**src/rtl/sr_pkg.sv**
```systemverilog
// Shared encodings for the SR-flop excitation sequencer: S/R drive codes and FSM states.
package sr_pkg;

  localparam logic [1:0] SR_HOLD    = 2'b00;
  localparam logic [1:0] SR_RESET   = 2'b01;
  localparam logic [1:0] SR_SET     = 2'b10;
  localparam logic [1:0] SR_INVALID = 2'b11;

  typedef enum logic [1:0] {
    IDLE  = 2'd0,
    DRIVE = 2'd1,
    CHECK = 2'd2
  } state_t;

endpackage

```
**src/rtl/sr_excite.sv**
```systemverilog
// SR flip-flop excitation table: current Q and target bit t give the S/R pair.
module sr_excite
  import sr_pkg::*;
(
  input  logic       q,
  input  logic       t,
  output logic [1:0] sr
);

  always_comb begin
    sr = SR_HOLD;
    if (!q && t) begin
      sr = SR_SET;
    end else if (q && !t) begin
      sr = SR_RESET;
    end
  end

endmodule

```
**src/rtl/sr_excite_seq.sv**
```systemverilog
// Walks a target pattern LSB first onto an external SR flop, two clocks per bit,
// and checks the fed-back Q after every transition.
module sr_excite_seq
  import sr_pkg::*;
#(
  parameter int WIDTH = 8,
  parameter int CNT_W = 4,
  localparam int IDX_W = (WIDTH > 1) ? $clog2(WIDTH) : 1
) (
  input  logic             clk,
  input  logic             reset,
  input  logic             start,
  input  logic [WIDTH-1:0] pattern,
  input  logic             q_fb,
  output logic             ready,
  output logic [1:0]       sr,
  output logic [IDX_W-1:0] bit_idx,
  output logic [CNT_W-1:0] mismatch_cnt,
  output logic             err,
  output logic             done
);

  localparam logic [IDX_W-1:0] LAST_IDX = IDX_W'(WIDTH - 1);
  localparam logic [CNT_W-1:0] CNT_MAX  = {CNT_W{1'b1}};

  state_t           state_q, state_d;
  logic [WIDTH-1:0] shreg_q, shreg_d;
  logic [WIDTH-1:0] shreg_shifted;
  logic [IDX_W-1:0] idx_q, idx_d;
  logic [CNT_W-1:0] cnt_q, cnt_d;
  logic             err_q, err_d;
  logic             done_q, done_d;
  logic [1:0]       sr_q, sr_d;
  logic             next_t;
  logic [1:0]       excite_sr;

  // The shift register keeps the current target in bit 0, so the bit for the
  // next DRIVE is bit 1 (or pattern bit 0 when a word is being accepted).
  assign shreg_shifted = shreg_q >> 1;
  assign next_t        = (state_q == IDLE) ? pattern[0] : shreg_shifted[0];

  sr_excite u_excite (
    .q  (q_fb),
    .t  (next_t),
    .sr (excite_sr)
  );

  always_comb begin
    state_d = state_q;
    shreg_d = shreg_q;
    idx_d   = idx_q;
    cnt_d   = cnt_q;
    err_d   = err_q;
    done_d  = 1'b0;
    sr_d    = SR_HOLD;
    case (state_q)
      IDLE: begin
        if (start) begin
          shreg_d = pattern;
          idx_d   = '0;
          sr_d    = excite_sr;
          state_d = DRIVE;
        end
      end
      DRIVE: begin
        state_d = CHECK;
      end
      CHECK: begin
        if (q_fb != shreg_q[0]) begin
          err_d = 1'b1;
          if (cnt_q != CNT_MAX) begin
            cnt_d = cnt_q + CNT_W'(1);
          end
        end
        if (idx_q == LAST_IDX) begin
          done_d  = 1'b1;
          state_d = IDLE;
        end else begin
          idx_d   = idx_q + IDX_W'(1);
          shreg_d = shreg_shifted;
          sr_d    = excite_sr;
          state_d = DRIVE;
        end
      end
      default: begin
        state_d = IDLE;
      end
    endcase
  end

  always_ff @(posedge clk) begin
    if (!reset) begin
      state_q <= IDLE;
      shreg_q <= '0;
      idx_q   <= '0;
      cnt_q   <= '0;
      err_q   <= 1'b0;
      done_q  <= 1'b0;
      sr_q    <= SR_HOLD;
    end else begin
      state_q <= state_d;
      shreg_q <= shreg_d;
      idx_q   <= idx_d;
      cnt_q   <= cnt_d;
      err_q   <= err_d;
      done_q  <= done_d;
      sr_q    <= sr_d;
    end
  end

  assign ready        = (state_q == IDLE);
  assign sr           = sr_q;
  assign bit_idx      = idx_q;
  assign mismatch_cnt = cnt_q;
  assign err          = err_q;
  assign done         = done_q;

endmodule
```
**config.mk**
```make
export PLATFORM = sky130hd
export DESIGN_NAME = sr_excite_seq
export DESIGN_NICKNAME = d
export VERILOG_FILES = /design/src/rtl/sr_pkg.sv /design/src/rtl/sr_excite.sv /design/src/rtl/sr_excite_seq.sv
export SDC_FILE = /design/constraint.sdc
export NUM_CORES = 1
export LEC_CHECK = 0
export ABC_AREA = 1
export BUFFER_PORTS_ARGS = -buffer_cell sky130_fd_sc_hd__buf_2
export CAP_MARGIN = 25
export CORE_MARGIN = 5
export CORE_UTILIZATION = 35
export CTS_CLUSTER_DIAMETER = 80
export DETAILED_ROUTE_END_ITERATION = 10
export GPL_ROUTABILITY_DRIVEN = 1
export PLACE_DENSITY_LB_ADDON = 0.25
export SLEW_MARGIN = 20
export SYNTH_ARGS = -nofsm -noshare
export SYNTH_HDL_FRONTEND = slang
export SYNTH_SLANG_ARGS = --single-unit
```
**constraint.sdc**
```tcl
create_clock -name clk -period 2.29 [get_ports clk]
set_clock_uncertainty 0.05 [all_clocks]
set_input_delay 0.229 -clock clk [delete_from_list [all_inputs] [get_ports clk]]
set_output_delay 0.229 -clock clk [all_outputs]
set_load 0.01 [all_outputs]
```
* Word-level counts from Yosys, hierarchy flattened
Cells that the tools add are included.
Cells by class: eq/ne operators 7, div/mod/pow operators 0, multipliers 0, bitwise operators 0, add/subtract/negate cells 2, muxes and demuxes 16, reductions and logical operators 10, $lt $le $gt $ge 0, shift operators 0
Operator list (count):
- $mux W8 | 2
- $pmux W8 S2 | 1
- $mux W2 | 4
- $mux W3 | 2
- $pmux W2 S3 | 1
- $pmux W3 S2 | 1
- $reduce_and A3 Y1 | 2
- $add A4 B1 Y4 const B | 1
- $mux W1 | 4
- $ne A2 B2 Y1 const B | 2
- $ne A4 B4 Y1 const B | 1
- $pmux W2 S2 | 1
- $reduce_and A2 Y1 | 2
- $add A3 B1 Y3 const B | 1
- $eq A3 B3 Y1 const B | 1
- $eq A2 B1 Y1 const B | 1
- $eq A2 B2 Y1 const B | 1
- $logic_and A1 B1 Y1 | 2
- $logic_not A1 Y1 | 2
- $logic_not A2 Y1 | 1
- $reduce_bool A2 Y1 | 1
- $ne A1 B1 Y1 | 1
Storage, ports and cells: logic and storage cells 42, bits in latches 0, memories kept 0, ROM bits 0, register bits 21, input bits 12, output and inout port bits 12, memory bits (writable) 0

* Longest topological paths before layout
Gate-level depths: netlist of run 1.
word-level depth 8, depth in mapped cells 7, mapped depth without buffers 7

* By module
From an unflattened synthesis of run 1, not the netlist that was laid out.
Second synthesis, totals: cells, all modules 144, area total of the unflattened synthesis 998.5 um^2
Modules (own cells, without submodules):
- sr_excite_seq | sequential area each 420.4 um^2, area an instance 983.4 um^2, times used 1, cells an instance 140
- sr_excite | sequential area each 0.0 um^2, area an instance 15.0 um^2, times used 1, cells an instance 4

* Worst setup path before layout of run 1
Ideal clock, no wire load.
path kind flip-flop to flip-flop, start register idx_q[0], in the netlist bit_idx[0], end register idx_q[0], in the netlist bit_idx[0], path buffers 1, path slack 0.886 ns, clock period less this slack 1.404 ns, cell stages (with the launch flop) 8, arrival 1.239 ns, library setup time 0.115 ns, data required time 2.125 ns, cells stage by stage dfxtp_1 -> ha_1 -> ha_1 -> o21ai_4 -> nor2_4 -> buf_6 -> nand2_2 -> o21ai_2
Between the ends: longest elaborated chain between the ends 3, elaborated cells on any way between the ends 6, those cells by class add/sub (1); eq/ne (2); mux (2); reduce/logical (1)
Ends and longest elaborated chain:
- from (decl) | line sr_excite_seq.sv:29 | logic [IDX_W-1:0] idx_q, idx_d;
- from (signal assigned) | line sr_excite_seq.sv:103 | idx_q <= idx_d;
- $add A3 B1 Y3 or $eq A3 B3 Y1 (tied branches) | line sr_excite_seq.sv:79, sr_excite_seq.sv:75
- $mux W3 or $ne A2 B2 Y1 (tied branches)
- $pmux W3 S2 or $reduce_and A3 Y1 (tied branches)
Several ways; a longest one is shown, not always the timed one. The select of a mux whose other input is x is not followed. A chain may end at the register's enable or synchronous reset.

* Worst setup path after layout of run 1
start register idx_q[0], in the netlist bit_idx[0], end register shreg_q[4]
Between the ends: longest elaborated chain between the ends 3
Ends and longest elaborated chain:
- $eq A3 B3 Y1 | line sr_excite_seq.sv:75 | if (idx_q == LAST_IDX) begin
- $ne A2 B2 Y1 (no line)
- $reduce_and A3 Y1 (no line)
- to (signal assigned) | line sr_excite_seq.sv:102 | shreg_q <= shreg_d;
- to (decl) | line sr_excite_seq.sv:27 | logic [WIDTH-1:0] shreg_q, shreg_d;
Every way passes these cells.

==> results.md, run 1 <==
* Status: complete, no violations
* Vias per Instance at 4.64
* Sequential area share after synthesis at 43.0%
* Slew HR at 80.1%
* GRT Total Usage at 11.0%
* Core ar. at 0.00271 mm2
* Final #Nets at 173
* Most frequent cells in the layout: 56 x nand2_1, 23 x buf_2, 21 x dfxtp_1
* Mapped Nets at 147
* Final HPWL DP at 1620 um
* RSZ-0062 raised after global routing: no
* Initial antenna violation count at 0
* Synth Register Bits at 21
* First-pass DRT Iterations at 4
* Syn avg cell area at 7.41 um2
* Antenna diodes at 0
* Final Max Slew Viols at 0
* Most common cell after layout, fill and taps aside: nand2_1
* Worst Slack Setup Final at 0.880 ns
* Critical hold path startpoint: q_fb
* GP Congestion at 0.818
* Post-DRT Antenna Nets at 0
* Hold Fails Final Rpt at 0
* Final period util at 61.6%
* Max Cap Viol at 0
* Setup TNS at 0 ns
* Worst EP arrival at 1.60 ns
* Area growth syn-to-layout at 16.5%
* Max FO, Critical Path at 8
* Largest net degree at the start of global routing at 14
* Clock Tree Buf Depth at 2
* Setup violators final at 0
* Leak pwr at 0.000573 uW
* Place WS at 0.884 ns
* Hold-fix buffers, CTS at 0
* M2 GR Usage at 18.3%
* Die area at 0.00395 mm2
* Met3 Track Usage GR at 2.88%
* Die width at 62.9 um
* Gr ovfl total at 0
* Min-delay worst type: in -> reg
* Drt total wl at 2040 um
* Clock transition at path regs at 0.12 ns
* R2R Path Start: bit_idx[0]
* CTS tree: built
* IO Count at 24
* # rows at 19
* Gate Count Post-Synth at 132
* Die H at 62.9 um
* Design Power at 668 uW
* Routed length per instance at 10.9 um
* Worst Tran Pin Value at 0.298 ns
* Post-layout min period at 1.41 ns
* Met1 usage at 13.5%
* CP Class: reg -> reg
* Power Density at 586 mW/mm2
* Initial drt markers at 31
* DR vias at 873
* Max IR drop VDD at 0.285 mV
* GR peak layer: met2
* PortBufs at 23
* Vias in the first global route at 857
* Post-cts resize count at 0
* First-pass GRT wire length at 3640 um
* Critical Path RT at 2.48 ns
* Starting Density at 36.1%
* CTS H-tree lvls at 1
* Post CTS Setup Buffer Count at 0
* CP endpoint kind: register
* Clk root buf: clkbuf_4
* Worst-Skew Late Latency at 0.30 ns
* TritonCTS Sinks at 21
* Netlist Area Pre-Place at 978 um2
* Netlist cell types at 24
* CTS buffer count at 3
* Share of cells above drive strength 1 at 28.0%
* Fmax at 709 MHz
* Crit path launch: bit_idx[0]
* Startpoint Class: register
* Drt drc at 0
* Synth warnings at 0
==> layer usage <==
| metal | vias up | routed length (um) |
|---|---|---|
| met5 | - | 0 |
| met4 | 0 | 19 |
| met3 | 2 | 105 |
| met2 | 18 | 1010 |
| met1 | 392 | 904 |
| li1 | 461 | - |
==> per-stage QoR <==
stage | hold WS, ns | cell area [um2] | util [%] | instances
2_1_floorplan | 0.258 | 978 | - | 132
3_3_place_gp | 0.386 | 1110 | 41.1 | 184
3_5_place_dp | 0.398 | 1110 | 41.1 | 184
4_1_cts | 0.0884 | 1140 | 42.1 | 188
5_1_grt | 0.107 | 1140 | 42.1 | 188
6_report | 0.0987 | 1140 | 42.1 | 188
==> final timing paths <==
path | cells past startpoint | slack, ns | to
min reg2reg | 2 | 0.41 | shreg_q[6]
max reg2reg | 7 | 0.88 | shreg_q[4]
min | 2 | 0.1 | sr[1]
max | 7 | 0.88 | shreg_q[4]
==> cell type report <==
type	instances	area, um2
fillers	320	1570
multi-input cells	97	489
flip-flops and latches	21	420
repair buffers	23	115
inverters	12	50.0
well taps	31	38.8
clock buffers	4	26.3
==> registers in the layout, indices dropped and copies added, names as in the netlist <==
| name | flops |
|---|---|
| shreg_q | 8 |
| mismatch_cnt | 4 |
| bit_idx | 3 |
| sr | 2 |
| state_q | 2 |
| done | 1 |
| err | 1 |
==> critical path, cell delays in order (launching register included) <==
cell	delay [ns]
dfxtp_1	0.35
ha_1	0.21
ha_1	0.22
o21ai_4	0.22
nand2_4	0.12
clkinv_4	0.09
nand2_1	0.05
nand2_1	0.05
==> where the power goes <==
group          switching, uW  internal (uW)
sequential              14.0            383
combinational           58.9           34.8
clock                    109           67.8
total                    182            486
==> cell families after synthesis <==
group                      after synthesis  share of synthesized area, %
buffers and inverters                   14                          7.03
and+or+nand+nor                         81                          37.5
adders and majority gates                3                          3.84
AOI/OAI and AO/OA                       13                          8.70
DFF                                     21                          43.0
==> Yosys cell counts (all sizes together) <==
cell	instances	area, um2
a21oi	3	15.0
a31oi	1	6.26
buf	2	18.8
clkinv	1	8.76
dfxtp	21	420
ha	3	37.5
inv	11	41.3
nand2	62	258
nand3	4	25.0
nand4	1	6.26
nor2	11	61.3
nor3	2	10.0
o21ai	9	63.8
or2	1	6.26
Note: power is estimated with default switching activity, not from simulation.
==> run 2: changes to the inputs <==
==> constraint.sdc (replaced) <==
create_clock -name clk -period 1.3 [get_ports clk]
set_clock_uncertainty 0.05 [all_clocks]
set_input_delay 0.13 -clock clk [delete_from_list [all_inputs] [get_ports clk]]
set_output_delay 0.13 -clock clk [all_outputs]
set_load 0.01 [all_outputs]
==> run 2 against run 1 <==
Clock-buffer cell count unchanged. Sequential cell count is the same. Sequential power grew 76%. Die area did not move. Largest cell class unchanged. Highest routed layer unchanged.
==> results.md, run 2 (same netlist as run 1, synthesis figures left out) <==
* CTS H-tree lvls at 1
* R2R Path Start: bit_idx[0]
* Final Max Slew Viols at 0
* Slew HR at 79.2%
* First-pass DRT Iterations at 4
* Initial antenna violation count at 0
* Clock transition at path regs at 0.12 ns
* Starting Density at 36.1%
* Share of cells above drive strength 1 at 40.0%
* Routed length per instance at 10.8 um
* Final period util at 99.6%
* Post-DRT Antenna Nets at 0
* Reg-to-Reg End: shreg_q[4]
* End point of the worst hold path: mismatch_cnt[1]
* Sequential group share of total power at 57.4%
* Register Area at 427 um2
* Design Power at 1220 uW
* Startpoint Class: register
* Fill cell count at 294
* Max Cap Viol at 0
* Drt drc at 0
* Drt total wl at 2110 um
* Multi-input gate area at 551 um2
* Most common cell after layout, fill and taps aside: nand2_1
* Worst EP arrival at 1.50 ns
* PortBufs at 23
* Die width at 62.9 um
* Post-layout min period at 1.29 ns
* Status: complete, no violations
* Leak pwr at 0.000617 uW
* Clock power share at 26.2%
* Max IR drop VDD at 0.591 mV
* IO Count at 24
* Internal at 878 uW
* Core ar. at 0.00271 mm2
* Area growth syn-to-layout at 30.3%
* Critical hold path startpoint: reset
* Worst-Skew Late Latency at 0.30 ns
* Hold Fails Final Rpt at 0
* CP endpoint kind: register
* Die H at 62.9 um
* TritonCTS Sinks at 21
* Vias in the first global route at 861
* R2R depth at 7
* Final #Nets at 181
* Most frequent cells in the layout: 50 x nand2_1, 23 x buf_2, 16 x dfxtp_1
* Max FO, Critical Path at 8
* GP Congestion at 0.764
* R2R Setup Slk at 0.006 ns
* GRT Total Usage at 11.7%
* Final HPWL DP at 1610 um
* Sw frac at 28.0%
* RSZ-0062 raised after global routing: yes
* DR vias at 891
* First-pass GRT wire length at 3740 um
* Critical Path RT at 1.50 ns
* Vias per Instance at 4.55
* Comb pwr share at 16.4%
* Hold depth at 3
* CTS tree: built
* # rows at 19
* Antenna diodes at 0
* Largest net degree at the start of global routing at 12
* Power Density at 956 mW/mm2
* Min-delay worst type: in -> reg
* Fmax at 773 MHz
* Max reg flops at 8
* CP Class: reg -> reg
* Clock Tree Buf Depth at 2
* Worst Tran Pin Value at 0.312 ns
* Sw power at 341 uW
* Biggest register: shreg_q
* Setup violators final at 0
* CTS buffer count at 3
* Fin util at 47.0%
* Gr ovfl total at 0
* Clk root buf: clkbuf_4
* Die area at 0.00395 mm2
* Initial drt markers at 15
==> run 2: cell count changes in the layout (fill, tap and decap cells not counted), sizes merged <==
cell / before / now
dlygate4sd3: 0 / 2
clkinv: 1 / 0
inv: 11 / 12
buf: 23 / 29
==> run 2: critical path, stage by stage (launching register included) <==
cell,delay (ns)
dfxtp_2,0.35
ha_4,0.16
ha_4,0.16
o21ai_4,0.18
nand2_4,0.14
inv_8,0.10
nand2_1,0.05
nand2_1,0.05
==> run 2: metal layers <==
| metal | share of wire (%) | global-route usage (%) | vias to the layer above |
|---|---|---|---|
| met1 | 43 | 12.4 | 395 |
| met4 | 0.90 | 2.39 | 0 |
| li1 | - | - | 476 |
| met3 | 5.8 | 5.58 | 2 |
| met5 | 0 | 0 | - |
| met2 | 50 | 20.6 | 18 |
==> run 2: final cells by class <==
class / instances / area share [%]
multi-input cells: 97 / 43.2
flip-flops and latches: 21 / 33.5
repair buffers: 31 / 14.1
inverters: 12 / 4.12
well taps: 31 / 3.04
clock buffers: 4 / 2.06
==> run 2: worst max-delay path by stage <==
stage / from / end / cells after the start
floorplan: bit_idx[0] / bit_idx[0] / 7
global placement: bit_idx[1] / bit_idx[2] / 6
detailed placement: bit_idx[1] / bit_idx[2] / 6
CTS: bit_idx[0] / shreg_q[0] / 7
global route: bit_idx[1] / shreg_q[0] / 7
finish: bit_idx[0] / shreg_q[4] / 7
==> run 2: what timing repair did <==
action                     CTS  global route
gates resized for setup      7            12
hold buffers                 1             1
setup endpoints to repair   13            17
hold endpoints to repair     1             1
gates cloned                 0             0
pin swaps                    3             4
setup buffers                2             0
==> run 2: metrics by stage <==
step	hold slack (ns)	std cells	TNS, ns	instance area (um2)	setup slack (ns)
after global routing	0.0496	196	-0.500	1270	-0.0732
after floorplan	0.159	132	0	986	0.00439
final	0.0454	196	0	1270	0.00556
after CTS	0.00498	195	-0.0695	1230	-0.0169
after detailed placement	0.333	189	-0.163	1160	-0.0354
after global placement	0.322	189	0	1160	0.0308
==> run 2: power groups by stage <==
stage,Combinational [uW],Sequential [uW],Clock [uW]
global placement,178,712,0
detailed placement,181,712,0
CTS,189,698,335
finish,200,700,319
floorplan,119,713,0
global route,225,705,361
==> run 3: changes to the inputs <==
==> constraint.sdc (replaced) <==
create_clock -name clk -period 1.31 [get_ports clk]
set_clock_uncertainty 0.05 [all_clocks]
set_input_delay 0.131 -clock clk [delete_from_list [all_inputs] [get_ports clk]]
set_output_delay 0.131 -clock clk [all_outputs]
set_load 0.01 [all_outputs]
==> run 3 against run 2 <==
Clock power is 4% lower. Hold slack worse by 0.012 ns. Non-clock buffer count shrank 2. Via count is 0.90% lower. Cell area decreased by 2.2%. Worst setup slack better by 0.021 ns. First-iteration DRC count stayed put. Critical path depth did not move. Register-to-register slack improved by 0.02 ns. Highest routed layer unchanged. Critical endpoint is now shreg_q[2]. Wire length rose by 4.1%. Largest power group unchanged.
==> results.md, run 3 (same netlist as run 1, synthesis figures left out) <==
* Final HPWL DP at 1650 um
* Critical hold path startpoint: pattern[7]
* End point of the worst hold path: shreg_q[7]
* Worst Slack Setup Final at 0.0261 ns
* Antenna diodes at 0
* DR vias at 883
* Critical Path Max Stage Delay at 0.35 ns
* Min-delay worst type: in -> reg
* CTS buffer count at 3
* Largest net degree at the start of global routing at 12
* Placed instance area at 0.00115 mm2
* Die width at 62.9 um
* Initial drt markers at 15
* TritonCTS Sinks at 21
* Routed length per instance at 11.3 um
* Max Cap Viol at 0
* # rows at 19
* R2R depth at 7
* Final period util at 98.0%
* PortBufs at 23
* Vias in the first global route at 889
* Post-layout min period at 1.28 ns
* Die area at 0.00395 mm2
* Reg-to-Reg End: shreg_q[2]
* Critical Path RT at 1.51 ns
* Placed cell count at 188
* Drt total wl at 2200 um
* Hold depth at 3
* Fmax at 779 MHz
* Fill cell count at 292
* Biggest register: shreg_q
* Drt drc at 0
* Vias per Instance at 4.55
* Initial antenna violation count at 0
* Startpoint Class: register
* GRT Total Usage at 11.7%
* Post-DRT Antenna Nets at 0
* Ordered cell list for the critical path: ha_4 > ha_4 > o21ai_4 > nand2_4 > clkinv_4 > nand2_1 > nand2_1
* Clock transition at path regs at 0.11 ns
* Most common cell after layout, fill and taps aside: nand2_1
* Worst Tran Pin Value at 0.311 ns
* First-pass GRT wire length at 3800 um
* Area growth syn-to-layout at 27.5%
* Setup TNS at 0 ns
* RSZ-0062 raised after global routing: yes
* Max FO, Critical Path at 8
* First-pass DRT Iterations at 2
* CP endpoint kind: register
* IO Count at 24
* Core ar. at 0.00271 mm2
* Non-filler instance count after layout at 194
* CTS H-tree lvls at 1
* Worst EP arrival at 1.49 ns
* Worst-Skew Late Latency at 0.30 ns
* CP max-delay cell: dfxtp_2
* Share of cells above drive strength 1 at 37.4%
* CTS tree: built
* Final #Nets at 179
* Starting Density at 36.1%
* Clk root buf: clkbuf_4
* Max reg flops at 8
* Setup violators final at 0
* Hold Fails Final Rpt at 0
* GP Congestion at 0.768
* CP Class: reg -> reg
* Gr ovfl total at 0
* Status: complete, no violations
* Die H at 62.9 um
* Max IR drop VDD at 0.561 mV
* Most frequent cells in the layout: 54 x nand2_1, 23 x buf_2, 16 x dfxtp_1
* Clock Tree Buf Depth at 2
* R2R Path Start: bit_idx[0]
* Place WS at 0.00279 ns
* Post-route cell area at 0.00125 mm2
* R2R Setup Slk at 0.03 ns
* Final hold slack at 0.0329 ns
* Power Density at 952 mW/mm2
* Leak pwr at 0.000607 uW
* Final Max Slew Viols at 0
* Slew HR at 79.0%
## run 3: where the power goes
part	switching, uW	internal, uW	leakage (uW)	total (uW)
clock network	186	119	0.0000150	305
registers	24.1	671	0.000173	695
logic	113	74.7	0.000419	187
## run 3: repair_timing
item	in CTS	in global routing
endpoints found under the hold margin	1	0
hold buffers	1	0
buffers inserted	2	0
resized for setup	4	9
pin swaps	4	6
setup endpoints to repair	13	16
## run 3: critical path, delay by kind of cell, from the launching register on
kind / cells / cell delay (ns)
flip-flops: 1 / 0.35
buffers and inverters: 1 / 0.10
AO/OA/AOI/OAI: 1 / 0.18
adder cells (fa/ha/maj): 2 / 0.32
AND/OR/NAND/NOR: 3 / 0.23
## run 3: worst max path at each step
stage	depth (start not counted)	startpoint	to
3_3_place_gp	6	bit_idx[1]	bit_idx[2]
4_1_cts	7	bit_idx[0]	shreg_q[2]
3_5_place_dp	6	bit_idx[1]	bit_idx[2]
5_1_grt	7	bit_idx[0]	shreg_q[6]
2_1_floorplan	7	bit_idx[0]	bit_idx[0]
6_report	7	bit_idx[0]	shreg_q[2]
## run 3: layer usage
layer | vias up | share of wire (%) | global-route usage [%]
met4 | 0 | 0.41 | 2.39
met1 | 389 | 42 | 12.6
met3 | 2 | 5.2 | 4.86
li1 | 473 | - | -
met2 | 19 | 52 | 21.2
met5 | - | 0 | 0
## run 3: metrics by stage
step,util (%),total power (uW)
after floorplan,-,826
after global placement,42.5,881
after detailed placement,42.5,886
after CTS,45.1,1210
after global routing,46.0,1260
final,46.0,1190
## run 3: final cells by class
| class | count | area [um2] | share of cell area (%) |
|---|---|---|---|
| clock buffers | 4 | 26.3 | 2.11 |
| inverters | 12 | 50.0 | 4.01 |
| multi-input cells | 97 | 543 | 43.5 |
| flip-flops and latches | 21 | 427 | 34.2 |
| well taps | 31 | 38.8 | 3.11 |
| repair buffers | 29 | 163 | 13.0 |
